--- config.mk ---
export PLATFORM = sky130hd
export DESIGN_NAME = com_output_streamer_flat
export DESIGN_NICKNAME = d
export VERILOG_FILES = /design/src/rtl/com_output_streamer_if.sv /design/src/rtl/com_output_streamer.sv /design/src/flat_wrapper.sv
export SDC_FILE = /design/constraint.sdc
export NUM_CORES = 1
export LEC_CHECK = 0
export BUFFER_PORTS_ARGS = -buffer_cell sky130_fd_sc_hd__buf_2
export CAP_MARGIN = 20
export CORE_AREA = 2 2 90 92
export DETAILED_ROUTE_END_ITERATION = 8
export DIE_AREA = 0 0 92 94
export PLACE_DENSITY = 0.79
export SYNTH_ARGS = -nofsm -noshare
export SYNTH_HDL_FRONTEND = slang
export SYNTH_SLANG_ARGS = --single-unit
--- constraint.sdc ---
create_clock -name clk -period 3.5 [get_ports clk]
set_input_delay 0.7 -clock clk [delete_from_list [all_inputs] [get_ports clk]]
set_output_delay 0.7 -clock clk [all_outputs]
set_load 0.005 [all_outputs]
--- src/rtl/com_output_streamer_if.sv ---
// Readout bus bundle: controller request, memory read port and host com stream outputs.
// master = streamer side, slave = controller/memory/host side.
interface com_output_streamer_if #(
    parameter int DATA_W = 16,
    parameter int ADDR_W = 16
);
    logic              start;
    logic [ADDR_W-1:0] base_addr;
    logic [ADDR_W-1:0] word_count;
    logic              mem_rd_en;
    logic [ADDR_W-1:0] mem_addr;
    logic [DATA_W-1:0] mem_rdata;
    logic [DATA_W-1:0] com_data_out;
    logic              output_write_start;
    logic              output_write_done;
    logic              busy;
    logic              stream_done;

    modport master (
        input  start, base_addr, word_count, mem_rdata,
        output mem_rd_en, mem_addr, com_data_out, output_write_start,
        output_write_done, busy, stream_done
    );

    modport slave (
        output start, base_addr, word_count, mem_rdata,
        input  mem_rd_en, mem_addr, com_data_out, output_write_start,
        output_write_done, busy, stream_done
    );
endinterface

--- src/rtl/com_output_streamer.sv ---
// Streams word_count memory words to com_data_out, first word 2 cycles after start, no bubbles, no backpressure.
// STREAM_CHECKSUM_EN appends a DATA_W-bit wrap-around sum word carrying output_write_done.
module com_output_streamer #(
    parameter int DATA_W = 16,
    parameter int ADDR_W = 16
) (
    input  logic                  clk,
    input  logic                  rst,
    com_output_streamer_if.master bus
);

`ifdef STREAM_CHECKSUM_EN
    localparam int EXTRA_WORDS = 1;
`else
    localparam int EXTRA_WORDS = 0;
`endif

    typedef enum logic [1:0] {
        IDLE,
        PRIME,
        STREAM,
        DONE
    } state_t;

    state_t            state;
    state_t            state_nxt;
    logic              rd_en;
    logic [ADDR_W-1:0] rd_addr;
    logic [ADDR_W-1:0] rd_left;
    logic [ADDR_W:0]   out_left;   // one bit wider so word_count plus checksum cannot overflow
    logic              last_word;
    logic [DATA_W-1:0] data_q;
    logic              wr_start_q;
    logic              wr_done_q;
    logic              stream_done_q;
`ifdef STREAM_CHECKSUM_EN
    logic [DATA_W-1:0] csum;
`endif

    assign last_word = (out_left == (ADDR_W+1)'(1));

    always_ff @(posedge clk) begin
        if (rst) begin
            state <= IDLE;
        end else begin
            state <= state_nxt;
        end
    end

    always_comb begin
        state_nxt = state;
        rd_en     = 1'b0;
        case (state)
            IDLE: begin
                if (bus.start) begin
                    state_nxt = (bus.word_count == '0) ? DONE : PRIME;
                end
            end
            PRIME: begin
                rd_en     = 1'b1;
                state_nxt = STREAM;
            end
            STREAM: begin
                rd_en = (rd_left != '0);
                if (last_word) begin
                    state_nxt = DONE;
                end
            end
            DONE: begin
                state_nxt = IDLE;
            end
            default: state_nxt = IDLE;
        endcase
    end

    // Stream outputs are registered: a STREAM cycle presents its word after the next edge.
    always_ff @(posedge clk) begin
        if (rst) begin
            rd_addr       <= '0;
            rd_left       <= '0;
            out_left      <= '0;
            data_q        <= '0;
            wr_start_q    <= 1'b0;
            wr_done_q     <= 1'b0;
            stream_done_q <= 1'b0;
`ifdef STREAM_CHECKSUM_EN
            csum          <= '0;
`endif
        end else begin
            wr_start_q    <= 1'b0;
            wr_done_q     <= 1'b0;
            stream_done_q <= (state == DONE);
            if (rd_en) begin
                rd_addr <= rd_addr + ADDR_W'(1);
            end
            case (state)
                IDLE: begin
                    if (bus.start) begin
                        rd_addr  <= bus.base_addr;
                        rd_left  <= bus.word_count - ADDR_W'(1);
                        out_left <= {1'b0, bus.word_count} + (ADDR_W+1)'(EXTRA_WORDS);
`ifdef STREAM_CHECKSUM_EN
                        csum     <= '0;
`endif
                    end
                end
                STREAM: begin
                    if (rd_en) begin
                        rd_left <= rd_left - ADDR_W'(1);
                    end
                    wr_start_q <= 1'b1;
                    wr_done_q  <= last_word;
                    out_left   <= out_left - (ADDR_W+1)'(1);
`ifdef STREAM_CHECKSUM_EN
                    if (last_word) begin
                        data_q <= csum;
                    end else begin
                        data_q <= bus.mem_rdata;
                        csum   <= csum + bus.mem_rdata;
                    end
`else
                    data_q <= bus.mem_rdata;
`endif
                end
                default: ;
            endcase
        end
    end

    assign bus.mem_rd_en          = rd_en;
    assign bus.mem_addr           = rd_addr;
    assign bus.com_data_out       = data_q;
    assign bus.output_write_start = wr_start_q;
    assign bus.output_write_done  = wr_done_q;
    assign bus.busy               = (state != IDLE);
    assign bus.stream_done        = stream_done_q;

endmodule

--- src/flat_wrapper.sv ---
// flat-port wrapper written by rule: the top's interface ports become plain ports
module com_output_streamer_flat 
#(
    parameter int DATA_W = 16,
    parameter int ADDR_W = 16
)
  (clk, rst, bus_start, bus_base_addr, bus_word_count, bus_mem_rdata, bus_mem_rd_en, bus_mem_addr, bus_com_data_out, bus_output_write_start, bus_output_write_done, bus_busy, bus_stream_done);
  com_output_streamer_if #(.DATA_W(DATA_W), .ADDR_W(ADDR_W)) bus_i ();
  input  logic clk;
  input  logic rst;
  input wire logic [$bits(bus_i.start)-1:0] bus_start;
  input wire logic [$bits(bus_i.base_addr)-1:0] bus_base_addr;
  input wire logic [$bits(bus_i.word_count)-1:0] bus_word_count;
  input wire logic [$bits(bus_i.mem_rdata)-1:0] bus_mem_rdata;
  output wire logic [$bits(bus_i.mem_rd_en)-1:0] bus_mem_rd_en;
  output wire logic [$bits(bus_i.mem_addr)-1:0] bus_mem_addr;
  output wire logic [$bits(bus_i.com_data_out)-1:0] bus_com_data_out;
  output wire logic [$bits(bus_i.output_write_start)-1:0] bus_output_write_start;
  output wire logic [$bits(bus_i.output_write_done)-1:0] bus_output_write_done;
  output wire logic [$bits(bus_i.busy)-1:0] bus_busy;
  output wire logic [$bits(bus_i.stream_done)-1:0] bus_stream_done;
  assign bus_i.start = bus_start;
  assign bus_i.base_addr = bus_base_addr;
  assign bus_i.word_count = bus_word_count;
  assign bus_i.mem_rdata = bus_mem_rdata;
  assign bus_mem_rd_en = bus_i.mem_rd_en;
  assign bus_mem_addr = bus_i.mem_addr;
  assign bus_com_data_out = bus_i.com_data_out;
  assign bus_output_write_start = bus_i.output_write_start;
  assign bus_output_write_done = bus_i.output_write_done;
  assign bus_busy = bus_i.busy;
  assign bus_stream_done = bus_i.stream_done;
  com_output_streamer #(.DATA_W(DATA_W), .ADDR_W(ADDR_W)) u_core (.clk(clk), .rst(rst), .bus(bus_i));
endmodule
==> flow_summary.html <==
<table>
<tr><th>Metric</th><th>Value</th></tr>
<tr><th colspan="2">Floorplan</th></tr>
<tr><td>Die outline height</td><td>94 um</td></tr>
<tr><td>Ports placed on the boundary</td><td>88</td></tr>
<tr><td>Die Width</td><td>92 um</td></tr>
<tr><td>Core area</td><td>7610 um2</td></tr>
<tr><td>Floorplan die area</td><td>8650 um2</td></tr>
<tr><td>Standard-cell rows</td><td>32</td></tr>
<tr><td>Initial cell density of the core</td><td>54.6%</td></tr>
<tr><th colspan="2">Placement</th></tr>
<tr><td>Setup slack after placement</td><td>746 ps</td></tr>
<tr><td>GPL Wtd Cong</td><td>0.958</td></tr>
<tr><td>Count of input and output buffers</td><td>87</td></tr>
<tr><td>Dpl hpwl</td><td>7990 um</td></tr>
<tr><th colspan="2">Synthesis</th></tr>
<tr><td>Number of distinct library cells after synthesis</td><td>69</td></tr>
<tr><td>Yosys Warn Count</td><td>0</td></tr>
<tr><td>Area contributors post-synth</td><td>sky130_fd_sc_hd__dfxtp_1 (34%), sky130_fd_sc_hd__nor2_1 (7.4%), sky130_fd_sc_hd__mux2i_1 (5.3%), sky130_fd_sc_hd__a211oi_1 (4.3%), sky130_fd_sc_hd__xor2_1 (3.6%)</td></tr>
<tr><td>Mean instance size in the synthesized netlist</td><td>8.22 um2</td></tr>
<tr><td>Post-synthesis sequential element count</td><td>70</td></tr>
<tr><td>Synth area leader</td><td>sky130_fd_sc_hd__dfxtp_1</td></tr>
<tr><td>Area fraction of the dominant cell type after synthesis</td><td>33.7%</td></tr>
<tr><td>Synthesized netlist net count</td><td>564</td></tr>
<tr><td>Top_reg_cell synth</td><td>sky130_fd_sc_hd__dfxtp_1</td></tr>
<tr><td>Netlist area before placement</td><td>4150 um2</td></tr>
<tr><td>Sequential-to-total area share from yosys stat</td><td>33.7%</td></tr>
<tr><td>Gate count after technology mapping</td><td>505</td></tr>
<tr><td>Count of flip-flops with a built-in enable after synthesis</td><td>0</td></tr>
<tr><td>Proportion of register bits with asynchronous set or reset after synthesis</td><td>0%</td></tr>
<tr><th colspan="2">CTS</th></tr>
<tr><td>Post-cts hold buffer count</td><td>0</td></tr>
<tr><td>CTS tree</td><td>built</td></tr>
<tr><td>Latest clock arrival within the worst-skew pair</td><td>350 ps</td></tr>
<tr><td>Clock sinks</td><td>70</td></tr>
<tr><td>Clock slew seen by the registers of the worst setup and hold paths</td><td>80 ps</td></tr>
<tr><td>Total setup buffers inserted after CTS</td><td>0</td></tr>
<tr><td>Maximum buffer depth of the clock tree</td><td>2</td></tr>
<tr><td>Number of resized instances in the post-cts repair step</td><td>0</td></tr>
<tr><td>Number of levels the H-tree was split into</td><td>3</td></tr>
<tr><td>Root buffer cell</td><td>sky130_fd_sc_hd__clkbuf_8</td></tr>
<tr><td>Num CTS Buffers</td><td>9</td></tr>
<tr><th colspan="2">Global routing</th></tr>
<tr><td>Number of antenna violations at the first check in global routing</td><td>0</td></tr>
<tr><td>Via count of the first global-routing pass</td><td>3784</td></tr>
<tr><td>Overall global routing resource usage</td><td>25.7%</td></tr>
<tr><td>Largest net degree at the start of global routing</td><td>54</td></tr>
<tr><td>Total gr overflow</td><td>0</td></tr>
<tr><td>First-pass GRT wire length</td><td>18000 um</td></tr>
<tr><th colspan="2">Finish</th></tr>
<tr><td>Area used by multi-input combinational logic</td><td>2580 um2</td></tr>
<tr><td>Number of diodes added for antenna fixing</td><td>0</td></tr>
<tr><td>Sequential cell area in the final layout</td><td>1400 um2</td></tr>
<tr><td>Layout overhead on the synthesized area</td><td>18.1%</td></tr>
<tr><td>Post-layout net count</td><td>641</td></tr>
<tr><td>Number of filler cells placed in the layout</td><td>664</td></tr>
<tr><td>Share of layout cells above drive strength 1</td><td>22.8%</td></tr>
<tr><th colspan="2">Timing</th></tr>
<tr><td>Actual transition at the worst max-transition pin</td><td>921 ps</td></tr>
<tr><td>Unrepaired setup endpoints after global routing</td><td>false</td></tr>
<tr><td>Highest clock rate</td><td>0.356 GHz</td></tr>
<tr><td>Max-slew violation count</td><td>0</td></tr>
<tr><td>Final hold viol count</td><td>0</td></tr>
<tr><td>Min Tclk post-route</td><td>2810 ps</td></tr>
<tr><td>Worst setup skew after layout</td><td>7.18 ps</td></tr>
<tr><td>Headroom to the max-slew limit</td><td>38.4%</td></tr>
<tr><td>Slack of the critical path</td><td>687 ps</td></tr>
<tr><td>Total setup violations reported at the end of the flow</td><td>0</td></tr>
<tr><td>TNS Setup</td><td>0 ps</td></tr>
<tr><td>Final critical-path share of the clock period</td><td>80.4%</td></tr>
<tr><th colspan="2">Setup path</th></tr>
<tr><td>Source of the worst register-to-register timing path</td><td>u_core.state[0]$_SDFFE_PP0P_</td></tr>
<tr><td>Arrival time of the worst setup path</td><td>3070 ps</td></tr>
<tr><td>Required time reported for the critical path endpoint</td><td>3760 ps</td></tr>
<tr><td>Slack of the worst reg-to-reg path</td><td>690 ps</td></tr>
<tr><td>Crit path capture type</td><td>flop</td></tr>
<tr><td>Path type of the worst setup path</td><td>reg -&gt; reg</td></tr>
<tr><td>Highest net fanout along the worst path</td><td>44</td></tr>
<tr><td>Number of cells on the worst reg-to-reg path</td><td>11</td></tr>
<tr><td>Worst reg2reg path endpoint</td><td>u_core.rd_left[8]$_SDFFE_PP0P_</td></tr>
<tr><td>Worst Setup Start Kind</td><td>flop</td></tr>
<tr><th colspan="2">Pwr</th></tr>
<tr><td>Peak ir drop on the vdd network</td><td>0.379 mV</td></tr>
<tr><td>Total leakage power</td><td>1.95 nW</td></tr>
<tr><td>PwrDens</td><td>794 nW/um2</td></tr>
<tr><td>Total power consumption of the routed design</td><td>0.00390 W</td></tr>
<tr><th colspan="2">Worst hold path</th></tr>
<tr><td>Min-Delay Path Class</td><td>reg -&gt; reg</td></tr>
<tr><td>Instance count along the most critical hold path</td><td>2</td></tr>
<tr><td>Worst hold path startpoint</td><td>u_core.bus.com_data_out[2]$_SDFFE_PP0N_</td></tr>
<tr><td>End point of the worst hold path</td><td>u_core.bus.com_data_out[2]$_SDFFE_PP0N_</td></tr>
<tr><th colspan="2">Drt</th></tr>
<tr><td>Number of vias per cell</td><td>6.11</td></tr>
<tr><td>Number of violations reported at the end of detailed-routing iteration 0</td><td>371</td></tr>
<tr><td>Detail-routed net length per standard cell</td><td>16.1 um</td></tr>
<tr><td>Length of the first detailed-routing pass in iterations</td><td>4</td></tr>
<tr><td>Final wirelength</td><td>11100 um</td></tr>
<tr><td># DRC</td><td>0</td></tr>
<tr><td>Total via count after detailed routing</td><td>4213</td></tr>
<tr><td>Number of routed nets with antenna violations</td><td>0</td></tr>
<tr><th colspan="2">Job</th></tr>
<tr><td>Max-cap violations</td><td>0</td></tr>
<tr><th colspan="2">Run status</th></tr>
<tr><td>Result of the run</td><td>complete, no violations</td></tr>
</table>
-- sequential cells by signal (all words and copies together) (netlist names) --
signal,cells
u_core.bus.com_data_out,16
u_core.bus.mem_addr,16
u_core.bus.output_write_done,1
u_core.bus.output_write_start,1
u_core.bus.stream_done,1
u_core.out_left,17
u_core.rd_left,16
u_core.state,2
-- cell type report --
cell class / count / share of cell area (%)
clock buffers: 11 / 2.88
well taps: 102 / 2.60
inverters: 11 / 0.842
repair buffers: 96 / 10.3
multi-input cells: 394 / 52.7
clock inverters: 5 / 2.17
flip-flops and latches: 70 / 28.6
-- cells by family after synthesis --
| kind of cell | synth area share, % |
|---|---|
| and+or+nand+nor | 27.2 |
| DFF | 33.7 |
| adders and majority gates | 2.41 |
| xor gates and xnor gates | 6.54 |
| AOI/OAI and AO/OA | 20.5 |
| buffers and inverters | 4.07 |
| muxes | 5.57 |
-- metal layers --
metal | global-route usage, % | up-vias | routed length (um)
met5 | 0 | - | 0
met4 | 9.58 | 0 | 237
met3 | 3.69 | 27 | 816
met2 | 42.3 | 177 | 5120
met1 | 34.3 | 1987 | 4900
li1 | - | 2022 | -
-- synthesized netlist by cell type, types with 3 or more instances --
cell type                   n
sky130_fd_sc_hd__mux2i_1   22
sky130_fd_sc_hd__o31ai_1    4
sky130_fd_sc_hd__ha_1       8
sky130_fd_sc_hd__nor2_1    82
sky130_fd_sc_hd__nand4_1    4
sky130_fd_sc_hd__nor3_2     3
sky130_fd_sc_hd__buf_2     12
sky130_fd_sc_hd__o211ai_1   4
sky130_fd_sc_hd__nor4_1     9
sky130_fd_sc_hd__dfxtp_1   70
sky130_fd_sc_hd__a31oi_1    6
sky130_fd_sc_hd__nand2b_1   8
sky130_fd_sc_hd__and3_1     5
sky130_fd_sc_hd__a211oi_1  24
sky130_fd_sc_hd__or4_1      5
sky130_fd_sc_hd__xnor2_1   14
sky130_fd_sc_hd__o22ai_1    8
sky130_fd_sc_hd__xor2_1    17
sky130_fd_sc_hd__nand2_1   23
sky130_fd_sc_hd__o21ai_0   20
sky130_fd_sc_hd__clkbuf_1  17
sky130_fd_sc_hd__a311oi_1   3
sky130_fd_sc_hd__a22oi_1    5
sky130_fd_sc_hd__a21oi_1   23
sky130_fd_sc_hd__or3_1      8
sky130_fd_sc_hd__nand3b_1   4
sky130_fd_sc_hd__nor3_1    24
sky130_fd_sc_hd__inv_1     11
sky130_fd_sc_hd__nand3_1   12
-- worst max-delay path: stages (launching register included) --
cell	delay, ps
sky130_fd_sc_hd__dfxtp_1	350
sky130_fd_sc_hd__inv_1	90
sky130_fd_sc_hd__ha_2	180
sky130_fd_sc_hd__buf_4	400
sky130_fd_sc_hd__nor2b_1	130
sky130_fd_sc_hd__a21oi_1	190
sky130_fd_sc_hd__ha_1	310
sky130_fd_sc_hd__nand2_1	240
sky130_fd_sc_hd__nor3_1	280
sky130_fd_sc_hd__xor2_1	190
sky130_fd_sc_hd__nor2_1	60
sky130_fd_sc_hd__o41ai_1	280
-- where the power goes --
| part | leakage (nW) | total (W) | switching, W | internal (W) |
|---|---|---|---|---|
| Combinational | 1.25 | 0.00181 | 0.00110 | 0.000714 |
| Clock | 0.120 | 0.000821 | 0.000326 | 0.000495 |
| Sequential | 0.575 | 0.00127 | 0.000252 | 0.00102 |
-- cell usage in the layout, fill, tap and decap left out, types with 3 or more instances in the layout --
cell / instances
sky130_fd_sc_hd__nand2_1: 23
sky130_fd_sc_hd__a22oi_1: 5
sky130_fd_sc_hd__xor2_1: 17
sky130_fd_sc_hd__buf_2: 87
sky130_fd_sc_hd__o22ai_1: 8
sky130_fd_sc_hd__or4_1: 5
sky130_fd_sc_hd__o31ai_1: 4
sky130_fd_sc_hd__nor3_2: 3
sky130_fd_sc_hd__nand3_1: 12
sky130_fd_sc_hd__nand4_1: 4
sky130_fd_sc_hd__nand2b_1: 8
sky130_fd_sc_hd__inv_1: 11
sky130_fd_sc_hd__or3_1: 8
sky130_fd_sc_hd__nor3_1: 24
sky130_fd_sc_hd__nor2_1: 82
sky130_fd_sc_hd__nand3b_1: 4
sky130_fd_sc_hd__dfxtp_1: 70
sky130_fd_sc_hd__o21ai_0: 20
sky130_fd_sc_hd__a211oi_1: 24
sky130_fd_sc_hd__buf_4: 9
sky130_fd_sc_hd__a21oi_1: 23
sky130_fd_sc_hd__clkbuf_8: 10
sky130_fd_sc_hd__ha_1: 7
sky130_fd_sc_hd__a31oi_1: 6
sky130_fd_sc_hd__a311oi_1: 3
sky130_fd_sc_hd__o211ai_1: 4
sky130_fd_sc_hd__mux2i_1: 22
sky130_fd_sc_hd__and3_1: 5
sky130_fd_sc_hd__nor4_1: 9
sky130_fd_sc_hd__xnor2_1: 14
sky130_fd_sc_hd__bufinv_16: 3
-- worst max path at each step --
stage	end	cells past startpoint	from	slack, ps
2_1_floorplan	u_core.rd_left[10]$_SDFFE_PP0P_	14	u_core.state[0]$_SDFFE_PP0P_	410
3_3_place_gp	u_core.rd_left[15]$_SDFFE_PP0P_	7	bus_word_count[6]	860
3_5_place_dp	u_core.rd_left[8]$_SDFFE_PP0P_	11	u_core.state[0]$_SDFFE_PP0P_	750
4_1_cts	u_core.rd_left[8]$_SDFFE_PP0P_	11	u_core.state[0]$_SDFFE_PP0P_	700
5_1_grt	u_core.rd_left[8]$_SDFFE_PP0P_	11	u_core.state[0]$_SDFFE_PP0P_	410
6_report	u_core.rd_left[8]$_SDFFE_PP0P_	11	u_core.state[0]$_SDFFE_PP0P_	690
-- metrics by stage --
| stage | hold WS, ps | utilization [%] | cell area [um2] | std cells |
|---|---|---|---|---|
| floorplan | 459 | - | 4150 | 505 |
| global placement | 468 | 61.2 | 4660 | 673 |
| detailed placement | 483 | 61.2 | 4660 | 673 |
| CTS | 504 | 64.5 | 4910 | 689 |
| global route | 529 | 64.5 | 4910 | 689 |
| finish | 503 | 64.5 | 4910 | 689 |
No activity file was read; power rests on OpenSTA's default activity.
